==> config.mk <==
export PLATFORM = sky130hd
export DESIGN_NAME = lcd_write_ctrl
export DESIGN_NICKNAME = d
export VERILOG_FILES = /design/src/rtl/lcd_write_ctrl.sv
export SDC_FILE = /design/constraint.sdc
export NUM_CORES = 1
export LEC_CHECK = 0
export ABC_AREA = 1
export CAP_MARGIN = 10
export CORE_AREA = 5 5 80 82
export DETAILED_ROUTE_END_ITERATION = 12
export DIE_AREA = 0 0 85 87
export SYNTH_ARGS = -nofsm -noshare
export SYNTH_HDL_FRONTEND = slang
export SYNTH_SLANG_ARGS = --single-unit
==> constraint.sdc <==
create_clock -name clock -period 1.9 [get_ports clock]
set_input_delay 0.38 -clock clock [delete_from_list [all_inputs] [get_ports clock]]
set_output_delay 0.38 -clock clock [all_outputs]
set_load 0.01 [all_outputs]
==> src/rtl/lcd_write_ctrl.sv <==
// HD44780 8-bit parallel write controller: autonomous power-up init, then one
// byte per valid/ready handshake with hardware-timed enable pulse and execution wait.
module lcd_write_ctrl #(
  parameter int SETUP_CYC      = 2,
  parameter int EN_HIGH_CYC    = 25,
  parameter int HOLD_CYC       = 2,
  parameter int SHORT_WAIT_CYC = 2000,
  parameter int LONG_WAIT_CYC  = 80000,
  parameter int POWERUP_CYC    = 1000000
) (
  input  logic       clock,
  input  logic       reset,
  input  logic       cmd_valid,
  output logic       cmd_ready,
  input  logic       cmd_rs,
  input  logic [7:0] cmd_data,
  output logic       init_done,
  output logic       busy,
  output logic       lcd_bl,
  output logic       lcd_en,
  output logic       lcd_rs,
  output logic       lcd_rw,
  output logic [7:0] lcd_db
);

  function automatic int max2(input int a, input int b);
    return (a > b) ? a : b;
  endfunction

  localparam int MAX_CYC = max2(max2(max2(SETUP_CYC, EN_HIGH_CYC), max2(HOLD_CYC, SHORT_WAIT_CYC)),
                                max2(LONG_WAIT_CYC, POWERUP_CYC));
  localparam int CW = $clog2(MAX_CYC + 1);

  // The ROM load happens on the edge leaving POWERUP/WAIT, so INIT_LOAD never dwells.
  typedef enum logic [2:0] {POWERUP, SETUP, PULSE, HOLD, WAIT, IDLE} state_t;

  state_t        state, state_n;
  logic [CW-1:0] cnt, cnt_n, wait_last;
  logic [2:0]    idx, idx_n;
  logic          long_wait, long_n;
  logic          en_n, rs_n, ready_n, done_n, load_init;
  logic [7:0]    db_n;

  function automatic logic [7:0] init_rom(input logic [2:0] i);
    case (i)
      3'd0, 3'd1, 3'd2: return 8'h30;
      3'd3:             return 8'h38;
      3'd4:             return 8'h08;
      3'd5:             return 8'h01;
      3'd6:             return 8'h06;
      default:          return 8'h0C;
    endcase
  endfunction

  // Clear (0x01) and home (0x02/0x03) need the long execution time.
  function automatic logic is_long(input logic rs, input logic [7:0] d);
    return !rs && (d[7:2] == 6'd0) && (d != 8'd0);
  endfunction

  always_comb begin
    state_n   = state;
    cnt_n     = cnt + CW'(1);
    idx_n     = idx;
    long_n    = long_wait;
    en_n      = lcd_en;
    rs_n      = lcd_rs;
    db_n      = lcd_db;
    ready_n   = cmd_ready;
    done_n    = init_done;
    load_init = 1'b0;
    wait_last = long_wait ? CW'(LONG_WAIT_CYC - 1) : CW'(SHORT_WAIT_CYC - 1);
    case (state)
      POWERUP: if (cnt == CW'(POWERUP_CYC - 1)) load_init = 1'b1;
      SETUP: if (cnt == CW'(SETUP_CYC - 1)) begin
        state_n = PULSE;
        cnt_n   = '0;
        en_n    = 1'b1;
      end
      PULSE: if (cnt == CW'(EN_HIGH_CYC - 1)) begin
        state_n = HOLD;
        cnt_n   = '0;
        en_n    = 1'b0;
      end
      HOLD: if (cnt == CW'(HOLD_CYC - 1)) begin
        state_n = WAIT;
        cnt_n   = '0;
      end
      WAIT: begin
        if (!init_done && idx != 3'd7) begin
          if (cnt == wait_last) begin
            idx_n     = idx + 3'd1;
            load_init = 1'b1;
          end
        // Leaving one cycle early: the first IDLE cycle is the last wait cycle,
        // so the next accept edge lands exactly at the end of the wait.
        end else if (cnt == wait_last - CW'(1)) begin
          state_n = IDLE;
          cnt_n   = '0;
          ready_n = 1'b1;
          done_n  = 1'b1;
        end
      end
      IDLE: begin
        cnt_n = '0;
        if (cmd_valid && cmd_ready) begin
          state_n = SETUP;
          rs_n    = cmd_rs;
          db_n    = cmd_data;
          long_n  = is_long(cmd_rs, cmd_data);
          ready_n = 1'b0;
        end
      end
      default: begin
        state_n = POWERUP;
        cnt_n   = '0;
      end
    endcase
    if (load_init) begin
      state_n = SETUP;
      cnt_n   = '0;
      rs_n    = 1'b0;
      db_n    = init_rom(idx_n);
      long_n  = (idx_n == 3'd0) || is_long(1'b0, init_rom(idx_n));
    end
  end

  always_ff @(posedge clock) begin
    if (reset) begin
      state     <= POWERUP;
      cnt       <= '0;
      idx       <= 3'd0;
      long_wait <= 1'b0;
      lcd_en    <= 1'b0;
      lcd_rs    <= 1'b0;
      lcd_db    <= 8'h00;
      cmd_ready <= 1'b0;
      busy      <= 1'b1;
      init_done <= 1'b0;
      lcd_bl    <= 1'b0;
    end else begin
      state     <= state_n;
      cnt       <= cnt_n;
      idx       <= idx_n;
      long_wait <= long_n;
      lcd_en    <= en_n;
      lcd_rs    <= rs_n;
      lcd_db    <= db_n;
      cmd_ready <= ready_n;
      busy      <= !ready_n;
      init_done <= done_n;
      lcd_bl    <= done_n;
    end
  end

  assign lcd_rw = 1'b0;

endmodule

==> results of run 1 <==
[power breakdown]
group / total (mW) / switching, mW / internal, mW
clock: 0.748 / 0.318 / 0.430
sequential: 0.910 / 0.0410 / 0.869
combinational: 0.333 / 0.198 / 0.135
[timing repair]
item,CTS,global route
endpoints found under the setup margin,25,33
pin swaps,6,16
resized for setup,7,57
buffers inserted,3,4
cloned,0,2
[stage by stage]
stage	instance area (sq um)	instances	total power, mW
after floorplan	2400	366	1.10
after global placement	2810	473	1.20
after detailed placement	2810	473	1.20
after CTS	2970	484	1.96
after global routing	3220	490	2.10
final	3220	490	1.99
[Yosys cell counts, types with 2 or more instances]
cell,n
a211oi_1,2
a21oi_1,12
buf_2,2
buf_4,3
dfxtp_1,40
ha_1,7
inv_1,48
inv_2,11
nand2_1,77
nand2_2,3
nand3_1,22
nand3_2,4
nand3b_1,2
nand4_1,13
nor2_1,51
nor2_2,8
nor2_4,4
nor3_1,14
nor3b_1,2
nor4_1,4
o21ai_0,16
o21ai_1,4
xnor2_1,2
xor2_1,4
[metal layers]
metal	GRT usage [%]	vias to the layer above
met5	0	-
li1	-	1275
met2	27.0	30
met1	23.5	1139
met4	4.75	0
met3	3.12	10
[registers in the layout (all words and copies together), names as in the netlist]
register	count
lcd_bl	1
state	3
cnt	20
lcd_en	1
lcd_rs	1
cmd_ready	1
busy	1
lcd_db	8
idx	3
long_wait	1
[worst paths after layout]
path / slack (ps) / depth (start not counted) / end / from
min reg2reg: 460 / 1 / cnt[0] / cnt[0]
max: 40 / 15 / long_wait / idx[1]
min: 460 / 1 / cnt[0] / cnt[0]
max reg2reg: 40 / 15 / long_wait / idx[1]
[worst reg2reg max path, stage by stage (launching register included)]
cell and delay (ps):
dfxtp_2 340, ha_4 160, ha_4 150, inv_2 60, nand2_2 60, nor2_1 110, nand2_1 70, nor2_2 130
nand3_2 120, nand2_1 100, nand2_2 110, nor2_2 150, nand2_2 60, nand2_2 70, nor2_1 40, nor2_1 80
[final cells by class]
type | instances | area share, %
Sequential cell | 40 | 25.3
Clock inverter | 2 | 1.21
Clock buffer | 6 | 2.57
Timing Repair Buffer | 44 | 12.3
Tap cell | 75 | 2.92
Multi-Input combinational cell | 264 | 48.5
Inverter | 59 | 7.19
[kinds of logic (layout without fill, tap and decap cells)]
kind of cell / after synthesis / after routing / share of synthesized area (%)
flip-flops: 40 / 40 / 33.3
XOR/XNOR: 6 / 6 / 2.19
adder cells (fa/ha/maj): 7 / 7 / 3.64
other: 1 / 1 / 0.156
AO/OA/AOI/OAI: 40 / 40 / 9.16
buffers and inverters: 64 / 111 / 10.6
AND/OR/NAND/NOR: 208 / 210 / 41.0
==> results.rst, run 1 <==
.. list-table::
   :header-rows: 1

   * - Metric
     - Value
   * - Setup TNS
     - 0 ps
   * - Via count of the first global-routing pass
     - 2,250
   * - CTS H-Tree Depth
     - 2
   * - Startpoint types
     - register
   * - Net total in the final layout
     - 433
   * - FMAX
     - 0.536 GHz
   * - Antenna violations before repair
     - 0
   * - Filler cell count
     - 590
   * - Delay of the slowest cell on the worst path
     - 340 ps
   * - Hold violation total from the final report
     - 0
   * - Initial Utilization
     - 42.4%
   * - Area grow syn2layout
     - 33.9%
   * - Mean Syn Cell Area
     - 6.57 sq um
   * - Total of hold buffers inserted after clock tree synthesis
     - 0
   * - Most used flip-flop cell after synthesis
     - dfxtp_1
   * - Minimum clock period
     - 1860 ps
   * - Aggregate routed wire length
     - 6370 microns
   * - Placement row count
     - 28
   * - Number of flops mapped to enable cells by yosys
     - 0
   * - Met2 Routed Length
     - 2930 microns
   * - Status
     - complete, no violations
   * - CTS buffer count
     - 5
   * - Area of combinational cells with multiple inputs
     - 1560 sq um
   * - Final setup skew
     - 3.69 ps
   * - Power density of the placed cells
     - 619 nW/um^2
   * - Highest-count cells in the layout ignoring fill and taps
     - nand2_1, inv_1, nor2_1, dfxtp_1, clkdlybuf4s50_1
   * - Largest cells by area after synthesis
     - dfxtp_1, nand2_1, nor2_1
   * - Share of post-route cells with drive strength above 1
     - 26.0%
   * - Count of final max-slew check failures
     - 0
   * - Crit path setup slack, layout
     - 35.3 ps
   * - Worst setup path class
     - reg -> reg
   * - Arrival time of data at the critical path endpoint
     - 2100 ps
   * - Wire per inst
     - 13.0 microns
   * - Slowest library cell on the worst path
     - dfxtp_2
   * - Setup repair after global routing missed its margin
     - true
   * - Yosys top cell area share
     - 33.3%
   * - Number of antenna cells inserted
     - 0
   * - Routed via count
     - 2,454
   * - Proportion of synthesized chip area in sequential cells
     - 33.3%
   * - Post-route antenna net violation count
     - 0
   * - Worst slack after detailed placement
     - -67.5 ps
   * - Yosys top cell by area
     - dfxtp_1
   * - Period Utilization, post-route
     - 98.1%
   * - Placeable core region
     - 5680 sq um
   * - Syn Inst Count
     - 366
   * - Topmost layer with routed signal wires
     - met4
   * - Util after Layout
     - 56.7%
   * - Clock root buffer
     - clkbuf_8
   * - Netlist cell types
     - 35
   * - Post-DR vias/cell
     - 5.01
   * - Crit path buf inv count
     - 1
   * - HPWL reported at the end of detailed placement
     - 4620 microns
   * - Cell type group with the largest total delay on the critical path
     - simple AND/OR/NAND/NOR gates
   * - Worst skew pair latency
     - 300 ps
   * - Routed met3 length
     - 185 microns
   * - Wire length of the first global-routing pass
     - 10,200 microns
   * - Number of remaining DRC errors
     - 0
   * - Number of synthesized register bits
     - 40
   * - Max FO, Critical Path
     - 5
   * - Cell occurring most often along the worst timing path
     - nand2_2
   * - List of cells traversed by the critical path
     - ha_4 > ha_4 > inv_2 > nand2_2 > nor2_1 > nand2_1 > nor2_2 > nand3_2 > nand2_1 > nand2_2 > nor2_2 > nand2_2 > nand2_2 > nor2_1 > nor2_1
   * - Number of warnings reported in the yosys synthesis log
     - 0
   * - Clock slew seen by the registers of the worst setup and hold paths
     - 80 ps
   * - Reg area
     - 815 sq um
   * - Maximum Capacitance Violations
     - 0
   * - Met1 WL
     - 3170 microns
   * - Crit. End Element
     - register
   * - Routability-driven placement congestion ratio
     - 0.853
   * - Largest net degree at the start of global routing
     - 20
   * - IO buf count
     - 25
   * - # setup viols final
     - 0
   * - Number of search-and-repair iterations in the first detailed-routing pass
     - 4
   * - Required time at the worst-slack endpoint
     - 2140 ps
   * - Ports placed on the boundary
     - 27
   * - Floorplan die height
     - 87 microns
   * - Die X
     - 85 microns
   * - VDD IR max
     - 0.368 mV
   * - Post-synth design cell area
     - 2400 sq um
   * - CTS tree
     - done
   * - DRC violation total after the first TritonRoute iteration
     - 131
   * - Global routing usage summed across all routing layers
     - 17.0%
   * - Reported leakage power
     - 1.26 nW
   * - Commonest non-fill, non-tap cell in the layout
     - nand2_1
   * - Worst hold-check path type
     - reg -> reg
   * - Synthesized net count
     - 385
   * - Remaining global-route overflow
     - 0
   * - Share of synthesized registers carrying an async set or reset
     - 0%
   * - Hold Worst Slack
     - 457 ps
   * - CTS sink count
     - 40
   * - Die Outline Area
     - 7400 sq um
   * - Maximum clock path buffer count
     - 2
(Power assumes the default switching activity.)
==> inputs of run 2 (changes only) <==
--- a/config.mk
+++ b/config.mk
@@ -6,10 +6,11 @@
 export NUM_CORES = 1
 export LEC_CHECK = 0
 export ABC_AREA = 1
-export CAP_MARGIN = 10
+export CAP_MARGIN = 0
 export CORE_AREA = 5 5 80 82
 export DETAILED_ROUTE_END_ITERATION = 12
 export DIE_AREA = 0 0 85 87
+export DONT_BUFFER_PORTS = 1
 export SYNTH_ARGS = -nofsm -noshare
 export SYNTH_HDL_FRONTEND = slang
 export SYNTH_SLANG_ARGS = --single-unit
==> results.rst, run 2 (synthesis results as in run 1) <==
.. list-table::
   :header-rows: 1

   * - Metric
     - Value
   * - Status
     - complete, no violations
   * - VDD IR max
     - 0.426 mV
   * - Area after detailed placement
     - 2550 sq um
   * - Crit. End Element
     - register
   * - Final Instance Area
     - 2850 sq um
   * - Top Registers
     - cnt x20, lcd_db x8
   * - Cell occurring most often along the worst timing path
     - nand2_1
   * - HPWL reported at the end of detailed placement
     - 4440 microns
   * - IO buf count
     - 0
   * - Reported leakage power
     - 1.12 nW
   * - Period Utilization, post-route
     - 96.3%
   * - Total chip power
     - 1.89 mW
   * - Die Outline Area
     - 7400 sq um
   * - Clock slew seen by the registers of the worst setup and hold paths
     - 80 ps
   * - Largest register by flop count
     - cnt
   * - Startpoint types
     - register
   * - Delay of the slowest cell on the worst path
     - 380 ps
   * - Placement row count
     - 28
   * - CTS buffer count
     - 5
   * - Arrival time of data at the critical path endpoint
     - 2060 ps
   * - Commonest non-fill, non-tap cell in the layout
     - nand2_1
   * - Count of final max-slew check failures
     - 0
   * - Worst hold-check path type
     - in -> reg
   * - Crit path setup slack, layout
     - 71.1 ps
   * - Number of antenna cells inserted
     - 0
   * - Floorplan die height
     - 87 microns
   * - Area grow syn2layout
     - 18.6%
   * - Placeable core region
     - 5680 sq um
   * - Worst slack after detailed placement
     - -29.8 ps
   * - Antenna violations before repair
     - 0
   * - # setup viols final
     - 0
   * - Ports placed on the boundary
     - 27
   * - Launch point of the worst path
     - long_wait
   * - Worst setup path class
     - reg -> reg
   * - Routability-driven placement congestion ratio
     - 0.809
   * - Number of search-and-repair iterations in the first detailed-routing pass
     - 4
   * - Routed via count
     - 2,302
   * - Total of hold buffers inserted after clock tree synthesis
     - 0
   * - Setup repair after global routing missed its margin
     - true
   * - Power density of the placed cells
     - 664 nW/um^2
   * - DRC violation total after the first TritonRoute iteration
     - 160
   * - Highest-count cells in the layout ignoring fill and taps
     - nand2_1, inv_1, nor2_1, dfxtp_1, nand3_1
   * - Maximum Capacitance Violations
     - 0
   * - CTS tree
     - done
   * - Worst skew pair latency
     - 290 ps
   * - Via count of the first global-routing pass
     - 2,142
   * - Wire per inst
     - 13.3 microns
   * - Flip-flop count of the largest register after layout
     - 20
   * - Clock root buffer
     - clkbuf_8
   * - Initial Utilization
     - 42.4%
   * - List of cells traversed by the critical path
     - inv_2 > nand2_1 > nand2_1 > nand2_1 > nor2_1 > nand4_1 > nand2_1 > nand2_1 > o21ai_1 > nor2_2 > nor2_1
   * - Hold violation total from the final report
     - 0
   * - Final setup skew
     - 5.37 ps
   * - Maximum clock path buffer count
     - 2
   * - Reg-to-reg startpoint
     - long_wait
   * - Global routing usage summed across all routing layers
     - 16.0%
   * - Number of remaining DRC errors
     - 0
   * - Post-DR vias/cell
     - 5.03
   * - Minimum clock period
     - 1830 ps
   * - Die X
     - 85 microns
   * - Largest net degree at the start of global routing
     - 20
   * - Wire length of the first global-routing pass
     - 9720 microns
   * - Share of post-route cells with drive strength above 1
     - 23.2%
   * - Slowest library cell on the worst path
     - dfxtp_2
   * - Aggregate routed wire length
     - 6090 microns
   * - Net total in the final layout
     - 401
   * - CTS H-Tree Depth
     - 2
   * - Required time at the worst-slack endpoint
     - 2130 ps
   * - Max FO, Critical Path
     - 7
   * - Worst min-delay path startpoint
     - reset
   * - Remaining global-route overflow
     - 0
   * - FMAX
     - 0.547 GHz
   * - CTS sink count
     - 40
   * - Post-route antenna net violation count
     - 0
-- run 2: final timing paths --
| kind | end | slack (ps) | cells after the start |
|---|---|---|---|
| worst min-delay path | idx[1] | 130 | 1 |
| worst max register to register | long_wait | 70 | 11 |
| worst max-delay path | long_wait | 70 | 11 |
| worst min register to register | cnt[0] | 470 | 1 |
-- run 2: area by class of cell --
cell class / instances / area, sq um
Clock inverter: 2 / 35.0
Sequential cell: 40 / 812
Timing Repair Buffer: 12 / 90.1
Multi-Input combinational cell: 264 / 1520
Clock buffer: 6 / 72.6
Tap cell: 75 / 93.8
Inverter: 59 / 231
Fill cell: 566 / 2830
-- run 2: power by group --
group | leakage (nW) | switching, mW | internal [mW]
logic | 0.735 | 0.174 | 0.0969
registers | 0.327 | 0.0515 | 0.872
clock network | 0.0552 | 0.308 | 0.390
-- run 2: stage by stage --
stage	cells	utilization (%)	hold slack [ps]	TNS (ps)
after CTS	455	47.0	139	0
after global routing	458	50.2	128	-314
after global placement	447	44.9	452	0
after floorplan	366	-	444	0
after detailed placement	447	44.9	453	-106
final	458	50.2	135	0
-- run 2: worst max-delay path, delay by kind of cell, from the launching register on --
kind	cells	cell delay, ps
buf+inv	1	120
simple gates	9	1100
compound gates	1	180
flops	1	380
-- run 2: what timing repair did --
| item | 4_1_cts | 5_1_grt |
|---|---|---|
| resized for setup | 5 | 46 |
| gates cloned | 0 | 2 |
| setup endpoints to repair | 13 | 34 |
| buffers inserted | 0 | 1 |
| pin swaps | 4 | 15 |
| hold endpoints to repair | 0 | 0 |
-- run 2: routing by layer --
metal | up-vias | part of all wire (%) | global-route usage (%)
met4 | 0 | 0.92 | 3.45
met1 | 1039 | 48 | 23.3
met2 | 44 | 47 | 24.4
met3 | 8 | 4.4 | 3.03
li1 | 1211 | - | -
met5 | - | 0 | 0
